===== config.mk =====
export PLATFORM = sky130hd
export DESIGN_NAME = omr_sheet_loader
export DESIGN_NICKNAME = d
export VERILOG_FILES = /design/src/rtl/omr_sheet_loader.sv
export SDC_FILE = /design/constraint.sdc
export NUM_CORES = 1
export LEC_CHECK = 0
export CORE_MARGIN = 4
export CORE_UTILIZATION = 51
export CTS_BUF_LIST = sky130_fd_sc_hd__clkbuf_16
export DETAILED_ROUTE_END_ITERATION = 8
export PLACE_DENSITY = 0.84
export SLEW_MARGIN = 30
export SYNTH_ARGS = -nofsm -noshare
export SYNTH_HDL_FRONTEND = slang
export SYNTH_SLANG_ARGS = --single-unit

===== constraint.sdc =====
create_clock -name clk -period 3.75 [get_ports clk]
set_clock_uncertainty 0.05 [all_clocks]
set_input_delay 0.5625 -clock clk [delete_from_list [all_inputs] [get_ports clk]]
set_output_delay 0.5625 -clock clk [all_outputs]
set_load 0.005 [all_outputs]

===== src/rtl/omr_sheet_loader.sv =====
// ---------------------------------------------------------------------------
// omr_sheet_loader
//   Producer side of the grader's student_answers bus. Accepts one question's
//   bubble scan per valid/ready beat and assembles a NUM_Q*ANS_W answer word.
//   The finished word goes to the grader with a valid/ack handshake.
//
// Ports
//   clk             in   rising-edge clock
//   reset           in   async, active-high
//   start           in   begin a new sheet (1-cycle pulse)
//   bubble_valid    in   scanner beat valid
//   bubble_data     in   [ANS_W-1:0] bubbles for the current question
//   bubble_ready    out  loader accepts a beat (LOAD only)
//   student_answers out  [NUM_Q*ANS_W-1:0]; question k at [k*ANS_W +: ANS_W]
//   invalid_mask    out  [NUM_Q-1:0]; bit k = question k was not one-hot
//   sheet_valid     out  sheet complete and held stable (HOLD only)
//   sheet_ack       in   grader consumed the sheet
//   q_index         out  [CW-1:0] next question slot to fill
//   busy            out  state != IDLE
//
// Build option
//   ONEHOT_CHECK_EN : when defined, non-one-hot beats are stored as 0 and
//                     flagged in invalid_mask. When undefined, beats are
//                     stored raw and invalid_mask stays 0.
// ---------------------------------------------------------------------------

// One answer slot: holds a single question's bubbles plus its invalid flag.
module omr_slot #(
  parameter int ANS_W = 4
) (
  input  logic             clk,
  input  logic             reset,
  input  logic             clr_i,
  input  logic             wr_i,
  input  logic [ANS_W-1:0] data_i,
  output logic [ANS_W-1:0] ans_o,
  output logic             inv_o
);
  logic [ANS_W-1:0] ans_q, ans_d;
  logic             inv_q, inv_d;
  logic [ANS_W-1:0] store;
  logic             bad;

`ifdef ONEHOT_CHECK_EN
  logic onehot;
  // Exactly one bit set: nonzero and clearing the lowest set bit leaves 0.
  assign onehot = (data_i != '0) && ((data_i & (data_i - 1'b1)) == '0);
  // A zero slot can never match a one-hot answer key.
  assign store  = onehot ? data_i : '0;
  assign bad    = ~onehot;
`else
  assign store  = data_i;
  assign bad    = 1'b0;
`endif

  always_comb begin
    ans_d = ans_q;
    inv_d = inv_q;
    if (clr_i) begin
      ans_d = '0;
      inv_d = 1'b0;
    end else if (wr_i) begin
      ans_d = store;
      inv_d = bad;
    end
  end

  always_ff @(posedge clk or posedge reset) begin
    if (reset) begin
      ans_q <= '0;
      inv_q <= 1'b0;
    end else begin
      ans_q <= ans_d;
      inv_q <= inv_d;
    end
  end

  assign ans_o = ans_q;
  assign inv_o = inv_q;
endmodule

module omr_sheet_loader #(
  parameter int NUM_Q = 10,
  parameter int ANS_W = 4,
  parameter int CW    = $clog2(NUM_Q + 1)
) (
  input  logic                   clk,
  input  logic                   reset,
  input  logic                   start,
  input  logic                   bubble_valid,
  input  logic [ANS_W-1:0]       bubble_data,
  output logic                   bubble_ready,
  output logic [NUM_Q*ANS_W-1:0] student_answers,
  output logic [NUM_Q-1:0]       invalid_mask,
  output logic                   sheet_valid,
  input  logic                   sheet_ack,
  output logic [CW-1:0]          q_index,
  output logic                   busy
);
  typedef enum logic [1:0] {S_IDLE, S_LOAD, S_HOLD} state_t;

  localparam int unsigned   LAST_I = NUM_Q - 1;
  localparam logic [CW-1:0] LAST   = LAST_I[CW-1:0];

  state_t                          state_q, state_d;
  logic   [CW-1:0]                 q_index_q, q_index_d;
  logic                            beat, clr, wr_en;
  logic   [NUM_Q-1:0][ANS_W-1:0]   slot_ans;
  logic   [NUM_Q-1:0]              slot_inv;

  assign beat  = bubble_valid & (state_q == S_LOAD);
  // start clears the sheet from IDLE or LOAD; in HOLD it is ignored.
  assign clr   = start & ((state_q == S_IDLE) | (state_q == S_LOAD));
  // A restart wins over a coincident beat: the beat is dropped.
  assign wr_en = beat & ~start;

  always_comb begin
    state_d   = state_q;
    q_index_d = q_index_q;
    case (state_q)
      S_IDLE: begin
        if (start) begin
          state_d   = S_LOAD;
          q_index_d = '0;
        end
      end
      S_LOAD: begin
        if (start) begin
          q_index_d = '0;
        end else if (beat) begin
          q_index_d = q_index_q + 1'b1;
          if (q_index_q == LAST) state_d = S_HOLD;
        end
      end
      S_HOLD: begin
        // ack wins over a coincident start; the start is lost.
        if (sheet_ack) state_d = S_IDLE;
      end
      default: begin
        state_d   = S_IDLE;
        q_index_d = '0;
      end
    endcase
  end

  always_ff @(posedge clk or posedge reset) begin
    if (reset) begin
      state_q   <= S_IDLE;
      q_index_q <= '0;
    end else begin
      state_q   <= state_d;
      q_index_q <= q_index_d;
    end
  end

  for (genvar k = 0; k < NUM_Q; k++) begin : g_slot
    localparam logic [CW-1:0] KIDX = CW'(k);
    omr_slot #(.ANS_W(ANS_W)) u_slot (
      .clk    (clk),
      .reset  (reset),
      .clr_i  (clr),
      .wr_i   (wr_en & (q_index_q == KIDX)),
      .data_i (bubble_data),
      .ans_o  (slot_ans[k]),
      .inv_o  (slot_inv[k])
    );
  end

  assign student_answers = slot_ans;
  assign invalid_mask    = slot_inv;
  assign q_index         = q_index_q;
  assign bubble_ready    = (state_q == S_LOAD);
  assign sheet_valid     = (state_q == S_HOLD);
  assign busy            = (state_q != S_IDLE);
endmodule


Word level (Yosys, flattened, before mapping):

Cells that the tools add are included.

* flip-flop bits (word level): 56
* input bits: 9
* output and inout port bits: 57
* logic and storage cells: 121

* add/sub/neg operators: 1
* equal/unequal tests: 17
* muxes and demuxes: 50
* bitwise gates (word level): 16
* reduce and logical (&&, ||, !) cells: 15

Operator list (number)
* 4-bit two-way mux: 23
* 2-bit nonzero test: 11
* 1-bit two-way mux: 20
* 4-bit by 3-bit == test with 1-bit output, second input constant: 4
* 1-bit AND: 13
* 4-bit one-hot mux with 3 select lines: 1
* 2-bit two-way mux: 5
* 4-bit by 2-bit == test with 1-bit output, second input constant: 2
* 4-bit == test, second input constant: 2
* 2-bit by 1-bit inequality test with 1-bit output, second input constant: 3
* 2-bit one-hot mux with 3 select lines: 1
* 5-bit AND reduction: 1
* 4-bit by 1-bit adder with 4-bit output, second input constant: 1
* 4-bit by 1-bit == test with 1-bit output, second input constant: 1
* 4-bit zero test: 1
* 2-bit inequality test, second input constant: 2
* 3-bit by 2-bit inequality test with 1-bit output, second input constant: 1
* 3-bit AND reduction: 1
* 2-bit by 1-bit == test with 1-bit output, second input constant: 1
* 2-bit == test, second input constant: 1
* 2-bit zero test: 1
* 1-bit inverter: 2
* 1-bit OR: 1

Longest topological paths before layout:

Gate-level depths: netlist of the first run.

* depth in word-level cells: 6
* mapped depth: 7

Modules after synthesis:

Synthesis of the first run repeated with hierarchy kept, for this count alone.

* cell total of the unflattened synthesis: 217
* area, all modules: 2301.0 µm²

By module, submodules not included
* omr_slot: instances 10, cells each 16, area an instance 175.2 µm²
* omr_sheet_loader: instances 1, cells each 57, area an instance 549.3 µm²

Worst setup path after synthesis of the first run:

No wires, ideal clock.

* path type: reg-to-output
* start point: register state_q[1]
* end point: output port busy
* arrival time: 1.009 ns
* data required time: 3.137 ns
* setup slack: 2.129 ns
* cell stages (with the launch flop): 4
* path buffers: 2
* path through: dfrtp_1 > buf_2 > clkbuf_1 > or2_2

* longest elaborated chain between the ends: 1

Ends and longest elaborated chain
* start, declared: RTL line 105 `state_t state_q, state_d;`
* start signal, assigned: RTL line 151 `state_q <= state_d;`
* 2-bit nonzero test: RTL line 174 `assign busy = (state_q != S_IDLE);`
* end, declared: RTL line 98 `output logic busy`

Every way passes these cells.

Worst setup path in the final report of the first run:

* start point: register state_q[1]
* end point: output port sheet_valid

* longest elaborated chain between the ends: 1

Ends and longest elaborated chain
* 2-bit == test: RTL line 173 `assign sheet_valid = (state_q == S_HOLD);`
* end, declared: RTL line 95 `output logic sheet_valid,`

Every way passes these cells.

==> metrics.cfg, run 1 <==
[status]
status = finished clean

[critical_path]
startpoint_type = flop
cp_data_required_time_ns = 3.14
crit-reg2reg-launch = state_q[1]
critPathMaxStageDelay_ns = 0.73
crit_type = flop to output pin
worstSetupPathDepth = 2
reg2reg_depth = 3
cpLargestDelayFamily = flip-flops
crit_fanout = 20
slowest_stage = dfrtp_1
critPathArrivalTime_ns = 1.80
critPathCaptureType = output pin
path_buf_inv = 1
r2r_slack_ns = 1.67
crit_path_cell_trace = nor2b_1, clkdlybuf4s50_1
crit_start = state_q[1]
rr_endpoint = g_slot[6].u_slot.ans_o[3]
critical_path.endpoint = sheet_valid

[final_layout]
antenna_cells = 0
layoutNonFillerInstCount = 347
fillers = 353
nNetsFinal = 308
drive_gt1_share_pct = 4.75
area_delta_synth_final_pct = 25.9

[logic_synthesis]
syn-cell-area_um2 = 2360
synth_top_area_share_pct = 48.7
postSynthCellCount = 255
synth_flop_cell = dfrtp_1
synth_commonest_cells = dfrtp_1, nand3_1, a21oi_1, o21ai_0, clkbuf_1
synth_most_common_cell = dfrtp_1
synth-edff-count = 0
synth_area_leaders = dfrtp_1, nand3_1, a21oi_1
yosysWarnings = 0
synth_seq_area_share_pct = 48.7
avgSynthCellArea_um2 = 9.26
yosysTopAreaCell = dfrtp_1
synth-seq-cells = 46
ys_async_sr_fraction_pct = 100
ys_types = 38

[placed_design]
post-dp-hpwl_um = 4040
numPortBuffers = 55
post-place-ws_ns = 1.42
dp.cells = 340
place.gp.congestion = 0.808

[timing]
min_period_over_period_pct = 64.2
drv_slew = 0
setup_viol = 0
max_freq_ghz = 0.415
max_slew_margin_pct = 42.4
whs_ns = 0.483
hold_viol_final = 0
tns_ns = 0
worstMarginPinSlew_ns = 0.861
fin_crit_ns = 2.41
setup_slack_ns = 1.34
rsz0062_at_grt = no

[floorplanning]
num_rows = 24
dieArea_um2 = 5790
coreArea_um2 = 4410
ioPinCount = 66
chipWidth_um = 76.1
die_y_um = 76.1
initial_core_util_pct = 53.5

[power]
power.share.clock_pct = 41.0
ir_worst_vdd_mv = 0.193
p_int_uw = 771
p_sw_uw = 229
p_leak_uw = 0.00124
pwr-share-comb_pct = 8.2
power_density_nw_per_um2 = 336
p_seq_share_pct = 50.8
swShare_pct = 22.9

[detailed_routing]
wl_um = 5990
drc_errors = 0
wl_per_cell_um = 17.3
initialDrtViolationCount = 201
dr.pass1.iters = 5
vias_per_cell = 6.08
num_vias = 2110
ant_nets = 0

[grt]
grt_pass1_wl_um = 10100
track_usage_pct = 20.6
antenna_found_initial = 0
grt_pass1_vias = 1961
grt_overflow = 0
grt_max_degree = 32

[cts]
postCtsResizedCells = 0
clkLatencyLatePin_ns = 0.28
hold_buffers = 0
cts.sinks = 46
numCtsBuffers = 5
h-tree-depth = 2
root_buffer = clkbuf_16
postCtsSetupBuffers = 0
cts_tree = yes
cts.path.max_buffers = 2
clkTransAtPathRegs_ns = 0.06

[worst_hold_path]
hp-class = flop to flop
holdCritStartpoint = g_slot[8].u_slot.ans_o[2]

[flow_run]
cap_violations = 0

## sequential cells by signal (all words and copies together) (netlist names)
name / flops
state_q: 2
g_slot.u_slot.ans_o: 40
q_index: 4
## placed cells by master, fill, tap and decap left out, types with 2 or more instances in the layout
cell / Yosys / final
nand4bb_1: 2 / 2
o31ai_1: 3 / 3
ha_1: 4 / 4
inv_1: 6 / 8
o21ai_0: 30 / 30
clkbuf_16: 0 / 5
nand2_1: 12 / 12
nand3b_1: 4 / 4
and3b_1: 4 / 4
mux2i_1: 2 / 2
nor2b_1: 2 / 2
clkdlybuf4s50_1: 0 / 55
nor2_1: 4 / 4
buf_4: 12 / 4
nand3_1: 39 / 39
conb_1: 1 / 10
o21ai_1: 10 / 10
dfrtp_1: 46 / 46
a21oi_1: 32 / 32
o211ai_1: 4 / 4
## how the worst min path moves through the flow
stage / endpoint / slack, ns / cells past startpoint
6_report: g_slot[8].u_slot.ans_o[2] / 0.48 / 2
5_1_grt: g_slot[6].u_slot.ans_o[0] / 0.50 / 2
2_1_floorplan: g_slot[8].u_slot.ans_o[1] / 0.47 / 2
3_3_place_gp: g_slot[8].u_slot.ans_o[1] / 0.47 / 2
3_5_place_dp: g_slot[8].u_slot.ans_o[2] / 0.47 / 2
4_1_cts: g_slot[8].u_slot.ans_o[2] / 0.48 / 2
## per-stage QoR
stage	area, um2	power [uW]	utilization (%)
2_1_floorplan	2400	572	-
4_1_cts	2970	1000	67.4
3_5_place_dp	2840	598	64.4
3_3_place_gp	2840	597	64.4
6_report	2970	1000	67.4
5_1_grt	2970	1030	67.4
## worst reg2reg max path, delay by kind of cell (launching register included)
family           cells  cell delay (ns)
AND/OR/NAND/NOR      1             0.76
AO/OA/AOI/OAI        2             0.53
flip-flops           1             0.60
## logic make-up (layout without fill, tap and decap cells)
| logic type | count (synthesis) | count (layout) | share of synthesized area (%) |
|---|---|---|---|
| muxes | 2 | 2 | 0.847 |
| and+or+nand+nor | 78 | 78 | 19.8 |
| AOI/OAI and AO/OA | 83 | 83 | 19.0 |
| buffers and inverters | 41 | 72 | 9.43 |
| DFF | 46 | 46 | 48.7 |
| other | 1 | 10 | 0.159 |
| adders and majority gates | 4 | 4 | 2.12 |
## power groups by stage
stage	Sequential (uW)	Combinational (uW)	Clock, uW
3_3_place_gp	517	80.5	0
3_5_place_dp	517	81.5	0
4_1_cts	508	82.1	411
6_report	508	82.1	410
2_1_floorplan	516	56.0	0
5_1_grt	509	92.0	427
## routing by layer
metal	global-route usage, %	share of wire (%)	vias up
met5	0	0	-
met2	33.1	49	111
met4	5.59	0.95	0
li1	-	-	963
met1	28.0	42	1028
met3	4.85	8.2	8
## final cells by class
cell class / instances / area [um2] / area share, %
Inverter: 6 / 22.5 / 0.757
Timing Repair Buffer: 59 / 581 / 19.5
Sequential cell: 46 / 1150 / 38.7
Clock buffer: 5 / 125 / 4.21
Multi-Input combinational cell: 177 / 1020 / 34.4
Clock inverter: 2 / 7.51 / 0.252
Tap cell: 52 / 65.1 / 2.19
No activity file was read; power rests on OpenSTA's default activity.
==> run 2, diff against run 1 <==
Settings changed: CORE_UTILIZATION 51 to 43, PLACE_DENSITY 0.84 to 0.76.
Clock period 3.75 ns to 2.2 ns, I/O delays scaled along.
==> metrics.cfg, run 2 (synthesis results as in run 1) <==
[critical_path]
path_buf_inv = 1  ; unchanged
slowest_stage = dfrtp_1  ; unchanged
critPathMaxStageDelay_ns = 0.64  ; was 0.73 ns
cp_data_required_time_ns = 1.82  ; was 3.14 ns
critPathCaptureType = output pin  ; unchanged
crit_start = state_q[1]  ; unchanged
cpLargestDelayFamily = flip-flops  ; unchanged
critPathArrivalTime_ns = 1.71  ; was 1.80 ns
startpoint_type = flop  ; unchanged
crit-reg2reg-launch = state_q[1]  ; unchanged
worstSetupPathDepth = 2  ; unchanged
reg2reg_depth = 3  ; unchanged
crit_path_cell_trace = nor2b_1, clkdlybuf4s50_1  ; unchanged
crit_fanout = 15  ; was 20
crit_type = flop to output pin  ; unchanged

[placed_design]
placed_area_um2 = 2910  ; was 2840 um2
place.gp.congestion = 0.786  ; was 0.808
numPortBuffers = 55  ; unchanged
post-dp-hpwl_um = 4120  ; was 4040 um

[detailed_routing]
wl_met3_um = 348  ; was 491 um
num_vias = 2049  ; was 2,110
dr.pass1.iters = 4  ; was 5
met1Wirelength_um = 2640  ; was 2510 um
drc_errors = 0  ; unchanged
ant_nets = 0  ; unchanged
met2_length_um = 3010  ; was 2930 um
initialDrtViolationCount = 168  ; was 201
vias_per_cell = 5.52  ; was 6.08
wl_um = 6070  ; was 5990 um
top_layer = met4  ; unchanged
wl_per_cell_um = 16.4  ; was 17.3 um

[final_layout]
fillers = 475  ; was 353
drive_gt1_share_pct = 7.31  ; was 4.75%
area_delta_synth_final_pct = 29.4  ; was 25.9%
final_cell_area_um2 = 3060  ; was 2970 um2
nNetsFinal = 313  ; was 308
antenna_cells = 0  ; unchanged
fin_util_pct = 58.7  ; was 67.4%
final_common_cell = clkdlybuf4s50_1  ; unchanged
largest_reg_flops = 40  ; unchanged
layout_common_cells = clkdlybuf4s50_1, dfrtp_1, nand3_1  ; unchanged

[timing]
min_period_over_period_pct = 95.1
rsz0062_at_grt = no  ; unchanged
fin_crit_ns = 2.09
tns_ns = 0  ; unchanged
worstMarginPinSlew_ns = 0.515  ; was 0.861 ns
setup_viol = 0  ; unchanged
max_freq_ghz = 0.478
max_slew_margin_pct = 65.7  ; was 42.4%
hold_viol_final = 0  ; unchanged
drv_slew = 0  ; unchanged

[floorplanning]
coreArea_um2 = 5200  ; was 4410 um2
num_rows = 26  ; was 24
dieArea_um2 = 6740  ; was 5790 um2
die_y_um = 82.1  ; was 76.1 um
initial_core_util_pct = 45.4  ; was 53.5%
chipWidth_um = 82.1  ; was 76.1 um
ioPinCount = 66  ; unchanged

[status]
status = finished clean  ; unchanged

[cts]
cts.path.max_buffers = 2  ; unchanged
root_buffer = clkbuf_16  ; unchanged
clkLatencyLatePin_ns = 0.29  ; was 0.28 ns
cts_tree = yes  ; unchanged
h-tree-depth = 2  ; unchanged
postCtsSetupBuffers = 0  ; unchanged
cts.sinks = 46  ; unchanged
numCtsBuffers = 5  ; unchanged
clkTransAtPathRegs_ns = 0.06  ; about the same

[flow_run]
cap_violations = 0  ; unchanged

[grt]
grt_pass1_wl_um = 10200  ; was 10,100 um
grt_overflow = 0  ; unchanged
track_usage_pct = 20.0  ; was 20.6%
grt_pass1_vias = 2000  ; was 1,961
grt_max_degree = 47  ; was 32
antenna_found_initial = 0  ; unchanged

[power]
ir_worst_vdd_mv = 0.260  ; was 0.193 mV
p_leak_uw = 0.00127  ; was 0.00124 uW
power_density_nw_per_um2 = 567  ; was 336 nW/um2

[worst_hold_path]
hp-class = input pin to async pin  ; was flop to flop

## run 2: cell count changes in the layout (fill, tap and decap cells not counted), sizes merged
cell      previous run  this run
clkinv               0         2
clkinvlp             0         1
inv                  8         6
buf                  4         9
## run 2: final timing paths
path                                              to  slack (ns)
hold / removal             g_slot[2].u_slot.ans_o[2]        0.37
setup / recovery                         sheet_valid        0.11
min in group clk           g_slot[8].u_slot.ans_o[1]        0.48
max in group asynchronous                 state_q[0]        1.51
setup reg to reg           g_slot[1].u_slot.ans_o[2]        0.32
hold reg to reg            g_slot[8].u_slot.ans_o[1]        0.48
## run 2: power by group
part	switching [uW]	leakage, uW	internal, uW	total [uW]
sequential	10.5	0.000634	856	866
combinational	91.7	0.000566	57.7	149
clock	304	0.0000672	414	719
## run 2: area by class of cell
class / instances / area (um2) / area share [%]
timing repair buffer: 64 / 631 / 20.6
inverter: 6 / 22.5 / 0.737
clock inverter: 3 / 16.3 / 0.532
tap: 70 / 87.6 / 2.87
clock buffer: 5 / 125 / 4.09
multi-input combinational: 177 / 1020 / 33.4
sequential: 46 / 1150 / 37.7
## run 2: metal layers
layer	vias up	global-route usage (%)
met1	993	26.9
met5	-	0
met3	8	3.80
met4	0	6.98
li1	978	-
met2	70	32.2
## run 2: tightest hold or removal path: stages
cell and delay, ns:
clkdlybuf4s50_1 0.39, inv_1 0.10, buf_12 0.26
## run 2: metrics by stage
stage                     total power (uW)  setup WS [ns]  std cells  hold slack, ns
final                                 1730          0.108        371           0.373
after global routing                  1820        0.00767        371           0.419
after CTS                             1750         0.0961        371           0.383
after detailed placement              1030          0.206        363           0.476
after global placement                1030          0.287        363           0.470
after floorplan                        975          0.601        264           0.458
## run 2: repair_timing
item                                    CTS  global route
hold buffers                              0             0
endpoints found under the setup margin    0             1
gates resized for setup                   0             1
